$ cat src/rtl/pps_pkg.sv
// Shared definitions for the multi-rate PPS timer: default rate table,
// capture-register actions and the select-width helper.
package pps_pkg;

   localparam int DEFAULT_NUM_RATES = 4;
   localparam int DEFAULT_ACC_WIDTH = 32;

   // Entry i lives at bits [i*ACC_WIDTH +: ACC_WIDTH]; entry 0 is the rightmost word.
   localparam logic [DEFAULT_NUM_RATES*DEFAULT_ACC_WIDTH-1:0] DEFAULT_RATE_TABLE =
      {32'hd556ced2, 32'hd5564303, 32'hd555b733, 32'hd5555555};

   typedef enum logic [1:0] {
      CAP_IDLE,
      CAP_LOAD,
      CAP_DROP,
      CAP_RELEASE
   } cap_action_e;

   // Bits needed to index n entries; at least 1 so a 1-bit port always exists.
   function automatic int sel_width(input int n);
      int w;
      w = 1;
      while ((1 << w) < n) w++;
      return w;
   endfunction

endpackage

$ cat src/rtl/pps_capture.sv
// PPS input timestamp capture: 2-flop synchroniser, rising-edge detect,
// single-entry holding register with valid/ready handshake and sticky overrun.
module pps_capture
   import pps_pkg::*;
#(
   parameter int TS_WIDTH = 64
) (
   input  logic                clk_pps,
   input  logic                reset_pps_n,
   input  logic                pps_in,
   input  logic [TS_WIDTH-1:0] ts,
   input  logic                cap_ready,
   input  logic                clear_overrun,
   output logic [TS_WIDTH-1:0] cap_ts,
   output logic                cap_valid,
   output logic                cap_overrun
);

   logic [1:0]          sync_q, sync_d;
   logic                pps_prev_q, pps_prev_d;
   logic                edge_q, edge_d;
   logic [TS_WIDTH-1:0] cap_ts_q, cap_ts_d;
   logic                cap_valid_q, cap_valid_d;
   logic                cap_overrun_q, cap_overrun_d;
   cap_action_e         action;

   always_comb begin
      // NOTE: every output of this block gets a default first, so no path can infer a latch.
      sync_d        = {sync_q[0], pps_in};
      pps_prev_d    = sync_q[1];
      edge_d        = sync_q[1] & ~pps_prev_q;
      action        = CAP_IDLE;
      cap_ts_d      = cap_ts_q;
      cap_valid_d   = cap_valid_q;

      if (edge_q) begin
         action = (cap_valid_q && !cap_ready) ? CAP_DROP : CAP_LOAD;
      end else if (cap_valid_q && cap_ready) begin
         action = CAP_RELEASE;
      end

      case (action)
         CAP_LOAD: begin
            cap_ts_d    = ts;
            cap_valid_d = 1'b1;
         end
         CAP_RELEASE: cap_valid_d = 1'b0;
         default: ;
      endcase

      // A drop in the same cycle as a clear must leave the flag set.
      cap_overrun_d = (action == CAP_DROP) | (cap_overrun_q & ~clear_overrun);
   end

   always_ff @(posedge clk_pps or negedge reset_pps_n) begin
      if (!reset_pps_n) begin
         sync_q        <= '0;
         pps_prev_q    <= 1'b0;
         edge_q        <= 1'b0;
         // NOTE: the data register is reset as well, because every output must read 0 in reset.
         cap_ts_q      <= '0;
         cap_valid_q   <= 1'b0;
         cap_overrun_q <= 1'b0;
      end else begin
         // NOTE: non-blocking assignments so every flop samples pre-edge values.
         sync_q        <= sync_d;
         pps_prev_q    <= pps_prev_d;
         edge_q        <= edge_d;
         cap_ts_q      <= cap_ts_d;
         cap_valid_q   <= cap_valid_d;
         cap_overrun_q <= cap_overrun_d;
      end
   end

   assign cap_ts      = cap_ts_q;
   assign cap_valid   = cap_valid_q;
   assign cap_overrun = cap_overrun_q;

endmodule

$ cat src/rtl/pps_timer_multi.sv
// Multi-rate PPS timer: phase accumulator tick, wide timestamp, periodic
// pulse generator and PPS-input timestamp capture.
module pps_timer_multi
   import pps_pkg::*;
#(
   parameter int                                TS_WIDTH           = 64,
   parameter int                                TIME_INCR_VAL      = 20,
   parameter int                                ACC_WIDTH          = 32,
   parameter int                                NUM_RATES          = 4,
   parameter logic [NUM_RATES*ACC_WIDTH-1:0]    RATE_TABLE         = DEFAULT_RATE_TABLE,
   parameter int                                RESET_SEL          = 0,
   parameter int                                PULSE_PERIOD_TICKS = 50000,
   parameter int                                PULSE_WIDTH_TICKS  = 25000,
   localparam int                               SEL_W              = sel_width(NUM_RATES),
   localparam int                               PC_W               = sel_width(PULSE_PERIOD_TICKS)
) (
   input  logic                clk_pps,
   input  logic                reset_pps_n,
   input  logic                rate_step,
   input  logic                pps_in,
   input  logic                cap_ready,
   input  logic                clear_overrun,
   output logic [SEL_W-1:0]    rate_sel,
   output logic                tick,
   output logic                ts_msb,
   output logic                pulse_out,
   output logic [TS_WIDTH-1:0] cap_ts,
   output logic                cap_valid,
   output logic                cap_overrun
);

   localparam logic [TS_WIDTH-1:0] TS_INCR   = TS_WIDTH'(TIME_INCR_VAL);
   localparam logic [SEL_W-1:0]    SEL_LAST  = SEL_W'(NUM_RATES - 1);
   localparam logic [SEL_W-1:0]    SEL_RESET = SEL_W'(RESET_SEL);
   localparam logic [PC_W-1:0]     PC_LAST   = PC_W'(PULSE_PERIOD_TICKS - 1);
   localparam logic [PC_W-1:0]     PC_HIGH   = PC_W'(PULSE_WIDTH_TICKS);

   logic [ACC_WIDTH-1:0] acc_q, acc_d;
   logic [ACC_WIDTH-1:0] rate_inc;
   logic                 tick_q, tick_d;
   logic [TS_WIDTH-1:0]  ts_q, ts_d;
   logic [PC_W-1:0]      pc_q, pc_d;
   logic                 pulse_q, pulse_d;
   logic [SEL_W-1:0]     rate_sel_q, rate_sel_d;

   always_comb begin
      rate_inc        = RATE_TABLE[int'(rate_sel_q)*ACC_WIDTH +: ACC_WIDTH];
      // The carry out of the wrap-around add is the next tick.
      {tick_d, acc_d} = {1'b0, acc_q} + {1'b0, rate_inc};

      // acc keeps its phase across a rate change.
      rate_sel_d = rate_sel_q;
      if (rate_step) begin
         rate_sel_d = (rate_sel_q == SEL_LAST) ? '0 : rate_sel_q + 1'b1;
      end

      ts_d    = ts_q;
      pc_d    = pc_q;
      pulse_d = pulse_q;
      if (tick_q) begin
         ts_d    = ts_q + TS_INCR;
         pulse_d = (pc_q < PC_HIGH);
         pc_d    = (pc_q == PC_LAST) ? '0 : pc_q + 1'b1;
      end
   end

   always_ff @(posedge clk_pps or negedge reset_pps_n) begin
      if (!reset_pps_n) begin
         acc_q      <= '0;
         tick_q     <= 1'b0;
         ts_q       <= '0;
         pc_q       <= '0;
         pulse_q    <= 1'b0;
         rate_sel_q <= SEL_RESET;
      end else begin
         acc_q      <= acc_d;
         tick_q     <= tick_d;
         ts_q       <= ts_d;
         pc_q       <= pc_d;
         pulse_q    <= pulse_d;
         rate_sel_q <= rate_sel_d;
      end
   end

   pps_capture #(
      .TS_WIDTH (TS_WIDTH)
   ) u_capture (
      .clk_pps       (clk_pps),
      .reset_pps_n   (reset_pps_n),
      .pps_in        (pps_in),
      .ts            (ts_q),
      .cap_ready     (cap_ready),
      .clear_overrun (clear_overrun),
      .cap_ts        (cap_ts),
      .cap_valid     (cap_valid),
      .cap_overrun   (cap_overrun)
   );

   assign rate_sel  = rate_sel_q;
   assign tick      = tick_q;
   assign ts_msb    = ts_q[TS_WIDTH-1];
   assign pulse_out = pulse_q;

endmodule

$ cat config.mk
export PLATFORM = sky130hd
export DESIGN_NAME = pps_timer_multi
export DESIGN_NICKNAME = d
export VERILOG_FILES = /design/src/rtl/pps_pkg.sv /design/src/rtl/pps_capture.sv /design/src/rtl/pps_timer_multi.sv
export SDC_FILE = /design/constraint.sdc
export NUM_CORES = 1
export LEC_CHECK = 0
export BUFFER_PORTS_ARGS = -buffer_cell sky130_fd_sc_hd__buf_2
export CAP_MARGIN = 30
export CORE_AREA = 3 3 154 156
export DETAILED_ROUTE_END_ITERATION = 10
export DIE_AREA = 0 0 157 159
export HOLD_SLACK_MARGIN = 0.08
export PLACE_DENSITY = 0.56
export SLEW_MARGIN = 30
export SYNTH_ARGS = -nofsm -noshare
export SYNTH_HDL_FRONTEND = slang
export SYNTH_SLANG_ARGS = --single-unit
export TNS_END_PERCENT = 10
$ cat constraint.sdc
create_clock -name clk_pps -period 4.2 [get_ports clk_pps]
set_input_delay 0.63 -clock clk_pps [delete_from_list [all_inputs] [get_ports clk_pps]]
set_output_delay 0.63 -clock clk_pps [all_outputs]
set_load 0.01 [all_outputs]
* After elaboration in Yosys (flattened, before gate mapping) *
Cells that the tools add are included.

word-level totals
  register bits after elaboration = 186
  output and inout bits = 71
  word-level logic and storage cells = 38

cells by class
  add/subtract/negate cells = 4
  magnitude comparators = 1
  equal/unequal tests = 5
  shift-type cells = 1
  multiplexer cells = 6
  bitwise gates (word level) = 5
  reductions and logical operators = 4

operator list
  cell                                                                            count
  128-bit by 8-bit indexed part select with 32-bit output, first input constant   1
  64-bit by 5-bit adder with 64-bit output, second input constant                 1
  32-bit by 32-bit adder with 33-bit output                                       1
  16-bit by 1-bit adder with 16-bit output, second input constant                 1
  16-bit equality test, second input constant                                     1
  16-bit by 15-bit less-than comparator with 1-bit output, second input constant  1
  16-bit two-way mux                                                              1
  2-bit two-way mux                                                               4
  2-bit equality test, second input constant                                      3
  2-bit by 1-bit adder with 2-bit output, second input constant                   1
  1-bit bitwise AND                                                               2
  2-bit by 1-bit equality test with 1-bit output, second input constant           1
  1-bit logical AND                                                               2
  1-bit inverter                                                                  2
  1-bit case mux with 2 select lines                                              1
  2-bit nonzero test                                                              1
  1-bit zero test                                                                 1
  1-bit OR                                                                        1

* Logic depth before layout (Yosys ltp) *
Gate-level depths: netlist of the first run.

  depth after elaboration = 6
  mapped depth = 12
  depth with buffers taken out = 12

* Cells and area by module *
From an unflattened synthesis of the first run, not the netlist that was laid out.

unflattened totals
  cells, all modules = 728
  area total of the unflattened synthesis = 8800.9 um2

by module, submodules not included
  module           instances  cells each  area each (um2)
  pps_timer_multi  1          581         5987.0
  pps_capture      1          147         2813.9

* Worst setup path after synthesis of the first run *
No wires, ideal clock.

  path kind = reg2reg
  start point = reg rate_sel_q[1], in the netlist rate_sel[1]
  end point = reg acc_q[31]
  setup time = 0.071 ns
  data arrival time = 2.735 ns
  data required time = 4.129 ns
  setup slack = 1.394 ns
  cell stages (with the launch flop) = 12
  buffers on the path = 0
  period minus slack after synthesis = 2.806 ns
  path through = dfrtp_1 -> inv_1 -> ha_1 -> inv_1 -> ha_1 -> a21oi_1 -> o21ai_0 -> a2111o_1 -> a31oi_4 -> o31ai_2 -> or4_1 -> nand4_1

between the ends
  word-level cells in the longest chain between the ends = 2

RTL lines
  item                                                     RTL line               source
  start: declaration                                       pps_timer_multi.sv:44  logic [SEL_W-1:0] rate_sel_q, rate_sel_d;
  start signal: assignment                                 pps_timer_multi.sv:81  rate_sel_q <= rate_sel_d;
  128-bit by 8-bit indexed part select with 32-bit output  pps_timer_multi.sv:47  rate_inc = RATE_TABLE[int'(rate_sel_q)*ACC_WIDTH +: ACC_WIDTH];
  32-bit by 32-bit adder with 33-bit output                pps_timer_multi.sv:49  {tick_d, acc_d} = {1'b0, acc_q} + {1'b0, rate_inc};
  via acc_d[31]                                            pps_timer_multi.sv:38  logic [ACC_WIDTH-1:0] acc_q, acc_d;
  end signal: assignment                                   pps_timer_multi.sv:69  acc_q <= '0;
  end signal: assignment                                   pps_timer_multi.sv:76  acc_q <= acc_d;
  end: declaration                                         pps_timer_multi.sv:38

The timed path passes the listed nets, and every way through them passes these cells.
A chain may end at the register's enable or synchronous reset.

* Worst setup path in the final report of the first run *
  start point = reg rate_sel_q[0], in the netlist rate_sel[0]
  end point = reg acc_q[18]

Same word-level chain as after synthesis.

==> results.sh, run 1 <==
export IMPL_synth_edf_count=0
export IMPL_rows=55
export IMPL_outcome="completed"
export IMPL_diodes=0
export IMPL_drc_errors=0
export IMPL_postSynthCellCount=746
export IMPL_synthesis_area_mm2=0.008481
export IMPL_antenna_found_initial=0
export IMPL_most_common_layout_cells="dfrtp_1 (182), xnor2_1 (76), buf_2 (73)"
export IMPL_fp_dieH_um=159
export IMPL_synth_distinct_cells=55
export IMPL_final_util_pct=43.52
export IMPL_drive_above_1_share_pct=21.96
export IMPL_switching_share_pct=39.19
export IMPL_end_kind="flip-flop"
export IMPL_wl_mm=16.81
export IMPL_max_freq_mhz=316.3
export IMPL_dieArea_mm2=0.02496
export IMPL_place_gp_congestion=0.8332
export IMPL_start_kind="flip-flop"
export IMPL_min_period_over_period_pct=75.28
export IMPL_tritoncts="done"
export IMPL_critPathKind="reg2reg"
export IMPL_skew_ps=14.76
export IMPL_p_int_w=0.003967
export IMPL_first_pass_iters=5
export IMPL_rsz0062_at_grt="false"
export IMPL_num_vias=5672
export IMPL_synthArstFlopShare_pct=100.0
export IMPL_clk_latency_ps=430
export IMPL_clockPowerShare_pct=24.7
export IMPL_synthFlopType="dfrtp_1"
export IMPL_cts_root_buf="clkbuf_16"
export IMPL_grt_pass1_wl_mm=28.50
export IMPL_final_common_cell="dfrtp_1"
export IMPL_grt_start_max_net_pins=113
export IMPL_fin_area_mm2=0.009793
export IMPL_ys_warn_count=0
export IMPL_tns_ps=0
export IMPL_area_growth_pct=15.48
export IMPL_numCtsBuffers=17
export IMPL_nets=853
export IMPL_cts_hold_buf=0
export IMPL_grt_usage_pct=13.97
export IMPL_clock_sinks=182
export IMPL_pwr_share_seq_pct=37.3
export IMPL_hp_class="in2async"
export IMPL_io_pins=77
export IMPL_pwr_density_cell_mw_per_mm2=666.2
export IMPL_core_area_mm2=0.02250
export IMPL_cts_max_path_buffers=2
export IMPL_maxCapViolCount=0
export IMPL_leakagePower_nw=4.670
export IMPL_dp_hpwl_mm=11.96
export IMPL_p_comb_share_pct=37.9
export IMPL_first_iter_violations=317
export IMPL_htree_levels=4
export IMPL_synth_area_per_cell_um2=11.37
export IMPL_start_util_pct=37.69
export IMPL_setup_viol=0
export IMPL_cp_data_required_time_ps=4510
export IMPL_placed_cell_area_mm2=0.009175
export IMPL_portBuffers=74
export IMPL_die_w_um=157
export IMPL_slew_violations=0
export IMPL_slew_headroom_pct=43.68
export IMPL_routedWlPerCell_um=14.97
export IMPL_drt_antenna_violating_nets=0
export IMPL_vias_per_cell=5.051
export IMPL_fin_crit_ps=3162
export IMPL_p_switching_w=0.002557
export IMPL_fill_cells=2153
export IMPL_hold_viol=0
export IMPL_cts_clk_slew_worst_paths_ps=70
export IMPL_grt_pass1_vias=5552
export IMPL_tightest_slew_ps=844.9
export IMPL_ir_drop_v=0.0005083
export IMPL_grt_remaining_overflow=0
export IMPL_cp_data_arrival_time_ps=3470
export IMPL_synth_yosys_seq_area_share_pct=53.70
export IMPL_path_max_fanout=8
export IMPL_cts_repair_resize_count=0
export IMPL_synth_seq_cells=182
export IMPL_cts_setup_buffers=0
synthesized netlist by cell type (14+ instances only):
cell      number  area [um^2]
ha_1          21        262.8
nand3_1       25        125.1
inv_1         29        108.9
a21oi_1       22        110.1
xor2_1        29        254.0
nand2_1       61        229.0
clkbuf_1      15        56.30
and3_1        14        87.58
nand4_1       27        168.9
xnor2_1       76        665.6
o21ai_0       25        125.1
nor2_1        44        165.2
mux2_2        59        664.4
dfrtp_1      182         4554
registers in the layout, indices dropped and copies added, names as in the netlist:
signal and cells:
u_capture.cap_valid 1, rate_sel 2, tick 1, pulse_out 1
acc_q 32, u_capture.sync_q 2, ts_q 62, u_capture.edge_q 1
u_capture.cap_overrun 1, u_capture.pps_prev_q 1, u_capture.cap_ts 62, pc_q 16
critical path: stages (launching register included):
cell and delay (ps):
dfrtp_1 480, ha_1 310, inv_1 100, ha_1 170, inv_1 60, fa_1 400
nor2b_1 210, o2111ai_1 120, a21oi_1 340, o31ai_1 160, a211oi_1 300, o221ai_1 200
xor2_1 170
per-layer routing:
metal / vias to the layer above / track usage (%) / part of all wire, %
met5: - / 0 / 0
met4: 0 / 4.536 / 1.5
met3: 19 / 2.718 / 3.8
met2: 107 / 20.80 / 45
met1: 2779 / 20.51 / 50
li1: 2767 / - / -
metrics by stage:
stage,power [W],hold slack [ps],std cells,setup slack [ps]
floorplan,0.004293,331.2,747,1394
global placement,0.004933,347.8,1091,1185
detailed placement,0.004939,337.8,1091,1032
CTS,0.006591,289.1,1123,1026
global route,0.007019,287.2,1123,761.4
finish,0.006524,233.7,1123,1038
final cells by class:
| cell class | count | area [um^2] | area share [%] |
|---|---|---|---|
| multi-input cells | 518 | 3741 | 38.20 |
| well taps | 285 | 356.6 | 3.641 |
| repair buffers | 77 | 415.4 | 4.242 |
| clock buffers | 17 | 425.4 | 4.344 |
| flip-flops and latches | 182 | 4554 | 46.51 |
| inverters | 29 | 108.9 | 1.112 |
| clock inverters | 15 | 191.4 | 1.955 |
cell families after synthesis:
family | count (synthesis) | synth area share [%]
XOR/XNOR | 105 | 10.84
multiplexers | 59 | 7.834
other | 1 | 0.04422
buffers and inverters | 47 | 2.257
AO/OA/AOI/OAI | 102 | 7.953
AND/OR/NAND/NOR | 228 | 14.03
flip-flops | 182 | 53.70
adder cells (fa/ha/maj) | 22 | 3.334
worst paths after layout:
path                                                    start                         endpoint  slack, ps  cells past startpoint
worst max-delay path                  rate_sel[0]$_DFFE_PN0P_              acc_q[18]$_DFF_PN0_       1040                     12
worst min-delay path                              reset_pps_n  u_capture.cap_valid$_DFFE_PN0P_        230                      1
worst max register to register        rate_sel[0]$_DFFE_PN0P_              acc_q[18]$_DFF_PN0_       1040                     12
worst min register to register  u_capture.sync_q[0]$_DFF_PN0_    u_capture.sync_q[1]$_DFF_PN0_        360                      0
max in group asynchronous                         reset_pps_n              acc_q[21]$_DFF_PN0_       3100                      2
min in group clk_pps                                   pps_in    u_capture.sync_q[0]$_DFF_PN0_        310                      1
power by group through the flow:
stage	logic (W)	registers, W	clock network [W]
finish	0.00247	0.00244	0.00161
global route	0.00279	0.00249	0.00174
CTS	0.00249	0.00244	0.00167
detailed placement	0.00248	0.00246	0
global placement	0.00247	0.00247	0
floorplan	0.00192	0.00237	0
No activity file was read; power rests on OpenSTA's default activity.
==> run 2, diff against run 1 <==
--- a/config.mk
+++ b/config.mk
@@ -11,7 +11,7 @@
 export DETAILED_ROUTE_END_ITERATION = 10
 export DIE_AREA = 0 0 157 159
 export HOLD_SLACK_MARGIN = 0.08
-export PLACE_DENSITY = 0.56
+export PLACE_DENSITY = 0.58
 export SLEW_MARGIN = 30
 export SYNTH_ARGS = -nofsm -noshare
 export SYNTH_HDL_FRONTEND = slang
==> constraint.sdc (replaced) <==
create_clock -name clk_pps -period 2.7 [get_ports clk_pps]
set_input_delay 0.405 -clock clk_pps [delete_from_list [all_inputs] [get_ports clk_pps]]
set_output_delay 0.405 -clock clk_pps [all_outputs]
set_load 0.01 [all_outputs]
==> results.sh, run 2 (same netlist as run 1, synthesis figures left out) <==
export IMPL_outcome="finished with violations"
export IMPL_violations="negative setup slack"
export IMPL_drt_antenna_violating_nets=0
export IMPL_critPathMaxStageDelay_ps=500
export IMPL_portBuffers=74
export IMPL_hold_viol=0
export IMPL_grt_remaining_overflow=0
export IMPL_reg2reg_depth=11
export IMPL_grt_pass1_vias=5902
export IMPL_end_kind="flip-flop"
export IMPL_ir_drop_v=0.0007028
export IMPL_fin_crit_ps=2705
export IMPL_start_util_pct=37.69
export IMPL_rows=55
export IMPL_numCtsBuffers=17
export IMPL_diodes=0
export IMPL_place_ws_ps=-71.34
export IMPL_critPathKind="reg2reg"
export IMPL_place_gp_congestion=0.8305
export IMPL_cp_data_arrival_time_ps=3060
export IMPL_skew_ps=17.62
export IMPL_fin_area_mm2=0.01042
export IMPL_most_common_layout_cells="dfrtp_1 (180), xnor2_1 (76), buf_2 (73)"
export IMPL_area_growth_pct=22.90
export IMPL_pwr_density_cell_mw_per_mm2=1086
export IMPL_antenna_found_initial=0
export IMPL_cts_clk_slew_worst_paths_ps=80
export IMPL_first_iter_violations=299
export IMPL_cp_data_required_time_ps=3050
export IMPL_nets=895
export IMPL_max_freq_mhz=369.6
export IMPL_path_depth=11
export IMPL_rsz0062_at_grt="true"
export IMPL_slew_headroom_pct=60.74
export IMPL_dieArea_mm2=0.02496
export IMPL_fill_cells=2107
export IMPL_io_pins=77
export IMPL_clk_latency_ps=430
export IMPL_path_max_fanout=4
export IMPL_final_common_cell="dfrtp_1"
export IMPL_leakagePower_nw=4.911
export IMPL_grt_pass1_wl_mm=29.94
export IMPL_rr_endpoint="acc_q[31]$_DFF_PN0_"
export IMPL_crit_buf_inv=2
export IMPL_worstSetupEndpoint="acc_q[31]$_DFF_PN0_"
export IMPL_maxCapViolCount=0
export IMPL_slew_violations=0
export IMPL_htree_levels=4
export IMPL_layout_setup_ws_ps=-5.492
export IMPL_core_area_mm2=0.02250
export IMPL_cts_root_buf="clkbuf_16"
export IMPL_grt_usage_pct=14.57
export IMPL_r2r_start="rate_sel[0]$_DFFE_PN0P_"
export IMPL_min_period_over_period_pct=100.2
export IMPL_drc_errors=0
export IMPL_first_pass_iters=4
export IMPL_cp_top_family="compound AO/OA/AOI/OAI gates"
export IMPL_tritoncts="done"
export IMPL_dp_hpwl_mm=12.40
export IMPL_final_util_pct=46.32
export IMPL_critical_path_slowest_cell="or4_4"
export IMPL_drive_above_1_share_pct=30.23
export IMPL_crit_start="rate_sel[0]$_DFFE_PN0P_"
export IMPL_cts_max_path_buffers=2
export IMPL_vias_per_cell=5.052
export IMPL_cp_cell_sequence="inv_4 > ha_4 > inv_4 > ha_4 > a31oi_4 > nor2_1 > a2111o_1 > a31oi_4 > o31ai_4 > or4_4 > nand4_1"
export IMPL_clock_sinks=182
export IMPL_start_kind="flip-flop"
export IMPL_setup_viol=1
export IMPL_wl_mm=17.51
export IMPL_grt_start_max_net_pins=67
export IMPL_hp_class="in2reg"
export IMPL_ff2ff_setup_slack_ps=-5
export IMPL_routedWlPerCell_um=15.03
export IMPL_fp_dieH_um=159
export IMPL_placed_cell_area_mm2=0.009454
export IMPL_tightest_slew_ps=583.5
export IMPL_num_vias=5885
export IMPL_die_w_um=157
-- run 2: cell count changes in the layout (fill, tap and decap cells not counted), moves of 6 or more --
| cell | previous run | this run |
|---|---|---|
| ha_4 | 0 | 6 |
| buf_4 | 2 | 38 |
| ha_1 | 21 | 13 |
| inv_1 | 29 | 23 |
-- run 2: final cells by class --
cell class | instances | area, um^2 | share of cell area [%]
clock inverter | 15 | 196.4 | 1.885
clock buffer | 17 | 425.4 | 4.082
sequential | 182 | 4557 | 43.72
multi-input combinational | 518 | 4004 | 38.42
inverter | 29 | 116.4 | 1.116
timing repair buffer | 119 | 767.0 | 7.359
tap | 285 | 356.6 | 3.421
-- run 2: how the worst min path moves through the flow --
stage	startpoint	endpoint	slack (ps)	depth (start not counted)
2_1_floorplan	reset_pps_n	acc_q[0]$_DFF_PN0_	110	0
3_3_place_gp	u_capture.sync_q[0]$_DFF_PN0_	u_capture.sync_q[1]$_DFF_PN0_	340	0
3_5_place_dp	u_capture.sync_q[0]$_DFF_PN0_	u_capture.sync_q[1]$_DFF_PN0_	340	0
4_1_cts	clear_overrun	u_capture.cap_overrun$_DFF_PN0_	130	2
5_1_grt	clear_overrun	u_capture.cap_overrun$_DFF_PN0_	140	2
6_report	clear_overrun	u_capture.cap_overrun$_DFF_PN0_	160	2
-- run 2: through the flow --
| stage | total power [W] | std cells | TNS [ps] | hold slack [ps] |
|---|---|---|---|---|
| after floorplan | 0.006693 | 747 | -10.95 | 109.4 |
| after global placement | 0.008089 | 1124 | 0 | 336.9 |
| after detailed placement | 0.008122 | 1124 | -122.0 | 341.0 |
| after CTS | 0.01082 | 1159 | 0 | 134.8 |
| after global routing | 0.01214 | 1165 | -266.6 | 137.3 |
| final | 0.01132 | 1165 | -5.492 | 156.8 |
-- run 2: routing by layer --
metal,up-vias,share of wire (%),wire (um),global-route usage (%)
met1,2907,49,8613,21.27
met2,96,46,8054,22.23
met4,0,1.3,222,4.497
met5,-,0,0,0
li1,2868,-,-,-
met3,14,3.5,619,2.419
-- run 2: timing repair --
item,CTS,global route
endpoints found under the hold margin,56,0
hold buffers,2,0
setup endpoints to repair,8,17
pin swaps,3,21
buffers inserted,1,6
gates resized for setup,9,45
-- run 2: where the power goes --
group	internal (W)	leakage, nW	switching (W)	total, W
Combinational	0.00240	2.22	0.00260	0.00500
Clock	0.00128	0.300	0.00126	0.00253
Sequential	0.00326	2.40	0.000529	0.00379
==> run 3, diff against run 2 <==
--- a/config.mk
+++ b/config.mk
@@ -11,7 +11,7 @@
 export DETAILED_ROUTE_END_ITERATION = 10
 export DIE_AREA = 0 0 157 159
 export HOLD_SLACK_MARGIN = 0.08
-export PLACE_DENSITY = 0.58
+export PLACE_DENSITY = 0.56
 export SLEW_MARGIN = 30
 export SYNTH_ARGS = -nofsm -noshare
 export SYNTH_HDL_FRONTEND = slang
==> constraint.sdc (replaced) <==
create_clock -name clk_pps -period 2.5 [get_ports clk_pps]
set_input_delay 0.375 -clock clk_pps [delete_from_list [all_inputs] [get_ports clk_pps]]
set_output_delay 0.375 -clock clk_pps [all_outputs]
set_load 0.01 [all_outputs]
==> results.sh, run 3 (same netlist as run 1, synthesis figures left out) <==
export IMPL_outcome="finished with violations"
export IMPL_violations="negative setup slack"
export IMPL_rr_endpoint="acc_q[31]$_DFF_PN0_"
export IMPL_slew_violations=0
export IMPL_critPathKind="reg2reg"
export IMPL_vias_per_cell=4.971
export IMPL_skew_ps=11.04
export IMPL_slew_headroom_pct=59.54
export IMPL_drive_above_1_share_pct=32.71
export IMPL_cts_clk_slew_worst_paths_ps=80
export IMPL_critPathMaxStageDelay_ps=440
export IMPL_setup_viol=8
export IMPL_max_freq_mhz=386.7
export IMPL_holdPathStages=2
export IMPL_rows=55
export IMPL_drt_met1_wl_mm=8.896
export IMPL_dieArea_mm2=0.02496
export IMPL_cts_max_path_buffers=2
export IMPL_antenna_found_initial=0
export IMPL_cp_data_required_time_ps=2870
export IMPL_end_kind="flip-flop"
export IMPL_portBuffers=74
export IMPL_cp_data_arrival_time_ps=2950
export IMPL_tritoncts="done"
export IMPL_final_common_cell="dfrtp_1"
export IMPL_routedWlPerCell_um=15.01
export IMPL_start_kind="flip-flop"
export IMPL_htree_levels=4
export IMPL_critical_path_slowest_cell="a2111o_1"
export IMPL_dp_cells=1159
export IMPL_r2r_start="rate_sel[0]$_DFFE_PN0P_"
export IMPL_wl_mm=18.00
export IMPL_maxCapViolCount=0
export IMPL_hold_viol=0
export IMPL_first_pass_iters=4
export IMPL_tightest_slew_ps=607.0
export IMPL_dr_wl_met3_um=688
export IMPL_grt_pass1_wl_mm=30.39
export IMPL_diodes=0
export IMPL_reg2reg_depth=11
export IMPL_place_gp_congestion=0.8312
export IMPL_min_to="u_capture.cap_overrun$_DFF_PN0_"
export IMPL_fp_dieH_um=159
export IMPL_fin_crit_ps=2586
export IMPL_grt_start_max_net_pins=73
export IMPL_first_iter_violations=237
export IMPL_hp_class="in2reg"
export IMPL_grt_remaining_overflow=0
export IMPL_clock_sinks=182
export IMPL_clk_latency_ps=430
export IMPL_min_period_over_period_pct=103.4
export IMPL_ir_drop_v=0.0007914
export IMPL_final_cells=1199
export IMPL_area_growth_pct=25.45
export IMPL_numCtsBuffers=17
export IMPL_crit_start="rate_sel[0]$_DFFE_PN0P_"
export IMPL_hold_start="clear_overrun"
export IMPL_layout_setup_ws_ps=-85.86
export IMPL_top_layer_used="met4"
export IMPL_die_w_um=157
export IMPL_cts_root_buf="clkbuf_16"
export IMPL_leakagePower_nw=5.064
export IMPL_most_common_layout_cells="dfrtp_1 (180), xnor2_1 (76), buf_4 (74)"
export IMPL_cp_cell_sequence="inv_4 > ha_4 > inv_2 > ha_4 > a31oi_4 > nor2_1 > a2111o_1 > a31oi_4 > o31ai_4 > or4_1 > nand4_1"
export IMPL_start_util_pct=37.69
export IMPL_pwr_density_cell_mw_per_mm2=1181
export IMPL_io_pins=77
export IMPL_drc_errors=0
export IMPL_rsz0062_at_grt="true"
export IMPL_dp_hpwl_mm=12.99
export IMPL_ff2ff_setup_slack_ps=-90
export IMPL_hold_ws_ps=121.2
export IMPL_grt_pass1_vias=6013
export IMPL_nets=929
export IMPL_num_vias=5960
export IMPL_grt_usage_pct=14.92
export IMPL_core_area_mm2=0.02250
export IMPL_path_max_fanout=4
export IMPL_drt_antenna_violating_nets=0
export IMPL_wl_met2_mm=8.269
==> run 3: cell type report <==
cell class / instances / area [um^2]
fillers: 2117 / 11860
flip-flops and latches: 182 / 4557
multi-input cells: 518 / 4020
repair buffers: 153 / 1015
clock buffers: 18 / 439.2
well taps: 285 / 356.6
clock inverters: 14 / 135.1
inverters: 29 / 116.4
==> run 3: worst max-delay path, delay by kind of cell, from the launching register on <==
family / cells / cell delay, ps
adder cells (fa/ha/maj): 2 / 500
AND/OR/NAND/NOR: 3 / 530
flip-flops: 1 / 430
AO/OA/AOI/OAI: 4 / 950
buffers and inverters: 2 / 110
==> run 3: worst max path at each step <==
stage                           to  slack, ps  cells after the start
3_5_place_dp   acc_q[28]$_DFF_PN0_       -230                     12
3_3_place_gp   acc_q[18]$_DFF_PN0_       -150                     12
4_1_cts        acc_q[18]$_DFF_PN0_       -140                     12
6_report       acc_q[31]$_DFF_PN0_        -90                     11
5_1_grt        acc_q[18]$_DFF_PN0_       -190                     12
2_1_floorplan  acc_q[31]$_DFF_PN0_        -70                     11
==> run 3: power by group <==
part	internal (W)	switching, W	total, W	leakage [nW]
Combinational	0.00291	0.00294	0.00586	2.39
Clock	0.00135	0.00128	0.00263	0.276
Sequential	0.00352	0.000551	0.00407	2.40
==> run 3: per-layer routing <==
metal / track usage, % / vias to the layer above
li1: - / 2922
met1: 21.24 / 2939
met2: 23.40 / 91
met3: 3.452 / 8
met4: 3.104 / 0
met5: 0 / -
==> run 3: repair_timing <==
| action | 4_1_cts | 5_1_grt |
|---|---|---|
| endpoints found under the setup margin | 17 | 25 |
| hold buffers | 2 | 0 |
| buffers inserted | 6 | 0 |
| resized for setup | 18 | 16 |
| pin swaps | 15 | 13 |
| endpoints found under the hold margin | 68 | 0 |
==> run 3: stage by stage <==
stage	instance area [um^2]	util (%)	power, W	TNS [ps]	setup WS [ps]
floorplan	8592	-	0.007442	-128.3	-73.24
detailed placement	9818	43.63	0.009455	-1988	-228.7
global placement	9818	43.63	0.009451	-930.1	-145.6
CTS	10560	46.91	0.01248	-664.9	-139.2
finish	10640	47.28	0.01256	-349.1	-85.86
global route	10640	47.28	0.01343	-1600	-186.6
